### src/rtl/score_tracker.sv
// Game score keeper: IDLE/RUN/OVER control, pipe-pass detection against the bird,
// saturating BCD score and a high score that survives restarts.
module score_tracker #(
   parameter int N_PIPES = 2,
   parameter int DIGITS  = 3,
   parameter int COORD_W = 11,
   parameter int PIPE_W  = 40
) (
   input  logic                         clock,
   input  logic                         reset,
   input  logic                         start,
   input  logic                         restart,
   input  logic                         collision,
   input  logic                         tick,
   input  logic [COORD_W-1:0]           bird_x,
   input  logic [N_PIPES*COORD_W-1:0]   pipe_x,
   output logic [4*DIGITS-1:0]          score_bcd,
   output logic [4*DIGITS-1:0]          high_bcd,
   output logic                         new_high,
   output logic                         running,
   output logic                         game_over
);

   typedef enum logic [1:0] {IDLE, RUN, OVER} state_t;

   localparam int                  XW        = COORD_W + 1;
   localparam logic [XW-1:0]       PIPE_W_X  = XW'(PIPE_W);
   localparam logic [4*DIGITS-1:0] ALL_NINES = {DIGITS{4'h9}};

   state_t                state, state_next;
   logic [COORD_W-1:0]    prev_x [N_PIPES];
   logic                  prev_valid;
   logic [N_PIPES-1:0]    pass;
   logic [XW-1:0]         bird_end;
   logic [4*DIGITS-1:0]   score_q, high_q, score_sum;
   logic                  new_high_q;
   logic                  enter_run, end_game, score_en;

   function automatic logic [3:0] popcount(input logic [N_PIPES-1:0] v);
      logic [3:0] c;
      c = '0;
      for (int k = 0; k < N_PIPES; k++) c = c + {3'b000, v[k]};
      return c;
   endfunction

   // Ripple the increment through the digits; a carry out of the top digit saturates.
   function automatic logic [4*DIGITS-1:0] bcd_add(input logic [4*DIGITS-1:0] a,
                                                   input logic [3:0]          inc);
      logic [4*DIGITS-1:0] r;
      logic [4:0]          sum;
      logic [3:0]          carry;
      r     = '0;
      carry = inc;
      for (int d = 0; d < DIGITS; d++) begin
         sum = {1'b0, a[4*d +: 4]} + {1'b0, carry};
         if (sum > 5'd9) begin
            r[4*d +: 4] = 4'(sum - 5'd10);
            carry       = 4'd1;
         end else begin
            r[4*d +: 4] = sum[3:0];
            carry       = 4'd0;
         end
      end
      return (carry != 4'd0) ? ALL_NINES : r;
   endfunction

   // Right edges are compared one bit wider so positions near the screen edge cannot wrap.
   assign bird_end = {1'b0, bird_x};

   for (genvar i = 0; i < N_PIPES; i++) begin : g_pipe
      logic [COORD_W-1:0] cur_x;
      logic [XW-1:0]      cur_end, prev_end;
      assign cur_x    = pipe_x[i*COORD_W +: COORD_W];
      assign cur_end  = {1'b0, cur_x} + PIPE_W_X;
      assign prev_end = {1'b0, prev_x[i]} + PIPE_W_X;
      assign pass[i]  = prev_valid && (prev_end > bird_end) && (cur_end <= bird_end)
                        && (cur_x <= prev_x[i]);
   end

   assign enter_run = (state == IDLE) && start;
   assign end_game  = (state == RUN) && collision;
   assign score_en  = (state == RUN) && tick && !collision;
   assign score_sum = bcd_add(score_q, popcount(pass));

   // NOTE: sequential state uses non-blocking assignments so every register samples pre-edge values.
   always_ff @(posedge clock) begin
      if (reset) state <= IDLE;
      else       state <= state_next;
   end

   // NOTE: defaulting state_next first keeps this block free of inferred latches.
   always_comb begin
      state_next = state;
      if (restart) begin
         state_next = IDLE;
      end else begin
         case (state)
            IDLE:    if (start)     state_next = RUN;
            RUN:     if (collision) state_next = OVER;
            default: state_next = state;
         endcase
      end
   end

   always_comb begin
      running   = (state == RUN);
      game_over = (state == OVER);
   end

   always_ff @(posedge clock) begin
      if (reset) begin
         score_q    <= '0;
         high_q     <= '0;
         new_high_q <= 1'b0;
      end else if (restart) begin
         score_q    <= '0;
         new_high_q <= 1'b0;
      end else if (end_game) begin
         if (score_q > high_q) begin
            high_q     <= score_q;
            new_high_q <= 1'b1;
         end
      end else if (score_en) begin
         score_q <= score_sum;
      end
   end

   // NOTE: prev_x is a small register array with a defined reset value, not a RAM, so it is reset here.
   always_ff @(posedge clock) begin
      if (reset) begin
         prev_valid <= 1'b0;
         for (int k = 0; k < N_PIPES; k++) prev_x[k] <= '0;
      end else begin
         if (tick) begin
            for (int k = 0; k < N_PIPES; k++) prev_x[k] <= pipe_x[k*COORD_W +: COORD_W];
         end
         if (restart || enter_run) prev_valid <= 1'b0;
         else if (tick)            prev_valid <= 1'b1;
      end
   end

   assign score_bcd = score_q;
   assign high_bcd  = high_q;
   assign new_high  = new_high_q;

endmodule

### config.mk
export PLATFORM = sky130hd
export DESIGN_NAME = score_tracker
export DESIGN_NICKNAME = d
export VERILOG_FILES = /design/src/rtl/score_tracker.sv
export SDC_FILE = /design/constraint.sdc
export NUM_CORES = 1
export LEC_CHECK = 0
export CORE_MARGIN = 2
export CORE_UTILIZATION = 55
export CTS_CLUSTER_DIAMETER = 60
export DETAILED_ROUTE_END_ITERATION = 16
export GPL_TIMING_DRIVEN = 0
export PLACE_DENSITY = 0.91
export SYNTH_ARGS = -nofsm -noshare
export SYNTH_HDL_FRONTEND = slang
export SYNTH_SLANG_ARGS = --single-unit
### constraint.sdc
create_clock -name clock -period 12.6 [get_ports clock]
set_clock_uncertainty 0.15 [all_clocks]
set_input_delay 2.52 -clock clock [delete_from_list [all_inputs] [get_ports clock]]
set_output_delay 2.52 -clock clock [all_outputs]
set_load 0.05 [all_outputs]
==> flow_summary.ini, run 1 <==
[final_layout]
antenna-diode-count = 0
n_fill_cell = 633
layout.cells.most_common_list = sky130_fd_sc_hd__ha_1 (90), sky130_fd_sc_hd__clkdlybuf4s50_1 (65), sky130_fd_sc_hd__inv_1 (60)
final_util_pct = 66.6
nets = 706
drive_above_1_share_pct = 3.81
multi_input_comb_area_sq_um = 3020
areaGrowthSynthToFinish_pct = 19.4
register_area_sq_um = 1220
final_common_cell = sky130_fd_sc_hd__ha_1

[worst_setup_path]
r2r_cells = 26
critPathMostFrequentCell = sky130_fd_sc_hd__ha_1
worst_path_dominant_cell_family = adder cells
required_ns = 12.67
path_class = input port to flip-flop
critical-path-max-stage-delay_ns = 0.54
timing.rr.end = score_bcd[6]
r2r_setup_slack_ns = 5.51
cp_slowest_cell = sky130_fd_sc_hd__clkdlybuf4s50_1
worst_ep_arrival_time_ns = 9.61
critical_path.n_buffers_inverters = 2
setup.worst_path.end_class = flip-flop
critical_path.startpoint_type = input port
peak_fanout_along_the_critical_path = 6
startpoint_of_the_worst_register_to_register_path = prev_x[0][14]
crit_cells = 28

[floorplan]
floorplan.die.height_um = 94.6
area_enclosed_by_the_die_boundary_sq_um = 8950
start_util_pct = 55.8
rows = 33
die_width_um = 94.6
core_sq_um = 8090
floorplan.io_pins = 66

[sta]
setup_repair_after_global_routing_missed_its_margin = no
slew_violations = 0
postLayoutSetupSlackWorst_ns = 3.06
finalSetupTns_ns = 0
timing_hold_violations_final = 0
layout_worst_path_cycle_share_pct = 75.7
maxSlewHeadroom_pct = 61.7
final_period_minus_worst_setup_slack_ns = 9.54
max_freq_mhz = 105
worstMarginPinSlew_ns = 0.575
setup_viol = 0

[global_routing]
grt.overflow.total = 0
grt_start_max_net_pins = 23
first_global_vias = 4226
antenna_found_initial = 0
first_pass_grt_wire_length_mm = 18.7
grt_usage_pct = 26.2

[clocking]
tritoncts_buffers = 5
h-tree-depth = 2
cts_hold_buf = 0
clk_pin_slew_ns = 0.11
cts_setup_buffers = 0
longest_clk_path_bufs = 2
clk_latency_ns = 0.32
cts_tree = done
clock-sinks = 50
cts-root-buf = sky130_fd_sc_hd__clkbuf_8
cts_resized = 0

[placement]
finalWeightedCongestion = 0.911
place.port_buffers = 65
pre_cts_ws_ns = 2.88
dp.final_hpwl_mm = 9.10

[hold_path]
min_to = new_high
hold_path_depth = 2
min_path_type = flip-flop to flip-flop
hold_path.startpoint = new_high

[synth]
syn-mean-instance-area_sq_um = 8.95
number_of_storage_elements_in_the_synthesis_netlist = 50
netlist_area_before_placement_sq_um = 4510
yosys_most_used_dff = sky130_fd_sc_hd__dfxtp_1
ys_types = 56
library_cell_occupying_the_most_area_in_the_post_synthesis_netlist = sky130_fd_sc_hd__ha_1
nets_in_the_synthesized_netlist = 634
synthCells = 504
synth_edf_count = 22
synth.yosys.seq_area_share_pct = 27.1
synth_top_cells_by_area = sky130_fd_sc_hd__ha_1 (25%), sky130_fd_sc_hd__edfxtp_1 (15%), sky130_fd_sc_hd__dfxtp_1 (12%), sky130_fd_sc_hd__xnor2_1 (5.4%), sky130_fd_sc_hd__inv_1 (5.0%)
async_flop_share_pct = 0
yosys.area.top_type_share_pct = 25.0
synth-warning-count = 0

[power_and_ir_drop]
power.ir.vdd_worst_uv = 43.7
power_density_nw_per_um2 = 73.2
power.static_leakage_uw = 0.00228

[routing]
finalWirelength_mm = 11.5
antenna_violating_nets_post_route = 0
drt-wirelength-per-cell_um = 16.8
routed-via-count = 4104
viasPerCell = 6.02
dr.first_iter.drc_count = 164
drt_drc_violations_left = 0
detailed_routing_iterations_pass_1 = 5

[job]
cap_viol_max_count = 0

[run_status]
run_status = finished clean
## flip-flops by register name, indices dropped and copies added (netlist names)
signal,count
prev_x,22
score_bcd,12
high_bcd,12
prev_valid,1
state,2
new_high,1
## per-layer routing
layer  wire length (um)  vias up  GRT usage [%]
met3                731       40           5.35
met2               5730      175           47.7
met4                331        0           11.8
met1               4680     1927           29.4
met5                  0        -              0
li1                   -     1962              -
## how the worst max path moves through the flow
stage / start / to
2_1_floorplan: pipe_x[14] / score_bcd[5]
3_3_place_gp: pipe_x[14] / score_bcd[6]
3_5_place_dp: pipe_x[14] / score_bcd[6]
4_1_cts: pipe_x[14] / score_bcd[6]
5_1_grt: pipe_x[3] / score_bcd[3]
6_report: pipe_x[14] / score_bcd[6]
## synth_stat cells, types with 5 or more instances
cell type and n:
sky130_fd_sc_hd__xnor2_1 28, sky130_fd_sc_hd__nor3_1 5, sky130_fd_sc_hd__dfxtp_1 28, sky130_fd_sc_hd__nand3_1 19
sky130_fd_sc_hd__mux2i_1 12, sky130_fd_sc_hd__nor2b_1 7, sky130_fd_sc_hd__edfxtp_1 22, sky130_fd_sc_hd__inv_1 60
sky130_fd_sc_hd__ha_1 90, sky130_fd_sc_hd__nand2_1 19, sky130_fd_sc_hd__a21o_1 9, sky130_fd_sc_hd__and2_1 23
sky130_fd_sc_hd__clkbuf_1 5, sky130_fd_sc_hd__o21ai_0 23, sky130_fd_sc_hd__nand4_1 9, sky130_fd_sc_hd__a21oi_1 35
sky130_fd_sc_hd__nor2_1 40
## layout make-up
| class | count | area share [%] |
|---|---|---|
| Multi-Input combinational cell | 386 | 56.1 |
| Buffer | 8 | 0.813 |
| Timing Repair Buffer | 65 | 12.1 |
| Sequential cell | 50 | 22.7 |
| Tap cell | 105 | 2.44 |
| Clock inverter | 3 | 0.418 |
| Inverter | 60 | 4.18 |
| Clock buffer | 5 | 1.28 |
## power by group
part           internal (uW)  switching [uW]
logic                   50.9            59.7
registers                176            5.94
clock network           40.4            61.1
total                    267             127
## per-stage QoR
| step | instances | hold WS [ns] | cell area, sq um | power (uW) |
|---|---|---|---|---|
| floorplan | 504 | 0.332 | 4510 | 254 |
| global placement | 674 | 0.325 | 5300 | 286 |
| detailed placement | 674 | 0.336 | 5300 | 294 |
| CTS | 682 | 0.367 | 5390 | 394 |
| global route | 682 | 0.418 | 5390 | 414 |
| finish | 682 | 0.359 | 5390 | 394 |
## worst register-to-register path, delay by kind of cell (launching register included)
kind | cells | cell delay, ns
compound gates | 12 | 2.72
fa+ha+maj | 9 | 2.59
flops | 1 | 0.46
buf+inv | 1 | 0.16
xor+xnor | 2 | 0.50
simple gates | 2 | 0.41
## kinds of logic after synthesis
logic type | synth area share [%]
adder cells (fa/ha/maj) | 25.4
AND/OR/NAND/NOR | 15.5
multiplexers | 2.66
flip-flops | 27.1
AO/OA/AOI/OAI | 17.4
buffers and inverters | 5.96
XOR/XNOR | 6.02
Power figures use the tool's default switching activity.
==> run 2, diff against run 1 <==
- CORE_UTILIZATION: 55 -> 50
- PLACE_DENSITY: 0.91 -> 0.87
- clock period: 12.6 -> 7.8 ns (I/O delays scaled with it)
==> run 2 against run 1 <==
Net effect: sequential share of layout area decreased by 0.52 points; routed wire length increased by 4.8%; worst hold slack improved by 0.019 ns; register-to-register slack got worse by 4.2 ns; die area increased by 9.6%; core utilization decreased by 3.3 points; clock power increased by 76%; power increased by 66%; critical endpoint unchanged; largest power group unchanged.
==> flow_summary.ini, run 2 (synthesis gave the netlist of run 1 again) <==
[run_status]
run_status = finished clean

[final_layout]
drive_above_1_share_pct = 6.54
final_common_cell = sky130_fd_sc_hd__ha_1
regMostFlops = prev_x
antenna-diode-count = 0
n_fill_cell = 720
layout.cells.most_common_list = sky130_fd_sc_hd__ha_1 (87), sky130_fd_sc_hd__inv_1 (59), sky130_fd_sc_hd__clkdlybuf4s50_1 (53)
areaGrowthSynthToFinish_pct = 22.2
final_util_pct = 63.2
largest_register_ff_count = 22
post-route-cell-area_sq_um = 5510
nets = 710

[power_and_ir_drop]
clkPwrFrac_pct = 27.3
switching_power_share_of_the_total_pct = 31.1
p_comb_share_pct = 27.8
power.ir.vdd_worst_uv = 75.5
power.static_leakage_uw = 0.00239
power_density_nw_per_um2 = 119
totalPowerFinal_uw = 655
netSwitchingPower_uw = 204
power.sequential.fraction_pct = 45.0
internal_power_uw = 451

[clocking]
h-tree-depth = 2
clk_pin_slew_ns = 0.10
cts_hold_buf = 0
clock-sinks = 50
clk_latency_ns = 0.31
cts-root-buf = sky130_fd_sc_hd__clkbuf_8
longest_clk_path_bufs = 2
cts_tree = done
tritoncts_buffers = 5

[routing]
drt-wirelength-per-cell_um = 17.4
finalWirelength_mm = 12.0
drt_drc_violations_left = 0
antenna_violating_nets_post_route = 0
routed-via-count = 4071
dr.first_iter.drc_count = 136
viasPerCell = 5.91
detailed_routing_iterations_pass_1 = 4

[sta]
layout_worst_path_cycle_share_pct = 97.1
maxSlewHeadroom_pct = 60.6
setup_viol = 0
max_freq_mhz = 132
final.hold.worst_slack_ns = 0.378
timing_hold_violations_final = 0
worstMarginPinSlew_ns = 0.589
slew_violations = 0
final_period_minus_worst_setup_slack_ns = 7.57
finalSetupTns_ns = 0

[global_routing]
grt_usage_pct = 24.5
grt.overflow.total = 0
grt_start_max_net_pins = 23
first_pass_grt_wire_length_mm = 19.5
antenna_found_initial = 0
first_global_vias = 4262

[worst_setup_path]
required_ns = 7.86
r2r_setup_slack_ns = 1.28
worst_ep_arrival_time_ns = 7.64
timing.rr.end = score_bcd[6]
peak_fanout_along_the_critical_path = 5
critical_path.startpoint_type = input port
startpoint_of_the_worst_register_to_register_path = prev_x[0][14]
setup.worst_path.start = pipe_x[14]
path_class = input port to flip-flop
setup.worst_path.end_class = flip-flop
r2r_cells = 26

[placement]
dp.final_hpwl_mm = 9.41
post_placement_cell_area_sq_um = 5300
finalWeightedCongestion = 0.903
place.port_buffers = 65

[floorplan]
floorplan.io_pins = 66
start_util_pct = 51.8
area_enclosed_by_the_die_boundary_sq_um = 9800
die_width_um = 99.0
core_sq_um = 8720
floorplan.die.height_um = 99.0
rows = 34

[hold_path]
hold_path_depth = 2
min_path_type = flip-flop to flip-flop
hold_path.startpoint = new_high
min_to = new_high

[job]
cap_viol_max_count = 0
## run 2: power groups by stage
| stage | clock network, uW | registers [uW] | logic, uW |
|---|---|---|---|
| final | 178 | 294 | 182 |
| after global placement | 0 | 299 | 163 |
| after floorplan | 0 | 297 | 113 |
| after global routing | 192 | 295 | 202 |
| after detailed placement | 0 | 300 | 176 |
| after CTS | 179 | 294 | 179 |
## run 2: cell type report
type                            instances  area (sq um)  area share (%)
Multi-Input combinational cell        386          3080            55.9
Sequential cell                        50          1220            22.2
Timing Repair Buffer                   69           699            12.7
Inverter                               60           225            4.09
Tap cell                              108           135            2.45
Clock buffer                            7          97.6            1.77
Buffer                                  8          43.8           0.794
Clock inverter                          1          6.26           0.113
## run 2: how the worst max path moves through the flow
stage | slack [ns] | endpoint | cells past startpoint
floorplan | 0.43 | score_bcd[5] | 27
global placement | -0.64 | score_bcd[6] | 28
detailed placement | -0.91 | score_bcd[6] | 28
CTS | 0.006 | score_bcd[6] | 28
global route | -0.003 | score_bcd[6] | 28
finish | 0.23 | score_bcd[6] | 28
## run 2: routing by layer
metal	track usage [%]	routed length [um]
met5	0	0
met1	28.1	4920
met2	45.7	6110
met4	9.38	369
met3	3.26	615
## run 2: worst max-delay path, cell delays in order
cell and delay (ns):
sky130_fd_sc_hd__dlygate4sd2_1 0.38, sky130_fd_sc_hd__ha_4 0.21, sky130_fd_sc_hd__o2111ai_2 0.12, sky130_fd_sc_hd__xnor2_1 0.16, sky130_fd_sc_hd__ha_1 0.30, sky130_fd_sc_hd__nand3_1 0.11, sky130_fd_sc_hd__or2_2 0.33, sky130_fd_sc_hd__a21oi_1 0.13
sky130_fd_sc_hd__o221ai_1 0.14, sky130_fd_sc_hd__o2111a_1 0.17, sky130_fd_sc_hd__fa_2 0.36, sky130_fd_sc_hd__ha_2 0.21, sky130_fd_sc_hd__xnor2_2 0.17, sky130_fd_sc_hd__ha_1 0.25, sky130_fd_sc_hd__a21boi_2 0.19, sky130_fd_sc_hd__o31ai_4 0.28
sky130_fd_sc_hd__ha_2 0.23, sky130_fd_sc_hd__ha_1 0.26, sky130_fd_sc_hd__nor2_1 0.16, sky130_fd_sc_hd__a41oi_1 0.07, sky130_fd_sc_hd__o22a_1 0.28, sky130_fd_sc_hd__ha_1 0.24, sky130_fd_sc_hd__ha_1 0.32, sky130_fd_sc_hd__o211ai_1 0.11
sky130_fd_sc_hd__a221oi_2 0.39, sky130_fd_sc_hd__nand2b_4 0.22, sky130_fd_sc_hd__nor2_1 0.06, sky130_fd_sc_hd__a32o_1 0.23
## run 2: through the flow
| stage | setup slack [ns] | instances |
|---|---|---|
| after floorplan | 0.432 | 504 |
| after global placement | -0.641 | 677 |
| after detailed placement | -0.908 | 677 |
| after CTS | 0.00642 | 688 |
| after global routing | -0.00266 | 689 |
| final | 0.228 | 689 |
## run 2: what timing repair did
action                     CTS  global route
gates resized for setup     14            16
setup endpoints to repair   12            12
gates cloned                 0             0
setup buffers                3             1
pin swaps                    2             2
==> run 3, diff against run 2 <==
- CTS_CLUSTER_DIAMETER: 60 -> default
==> results of run 3 <==
The final DEF is identical to that of run 2; final timing and power are the same.
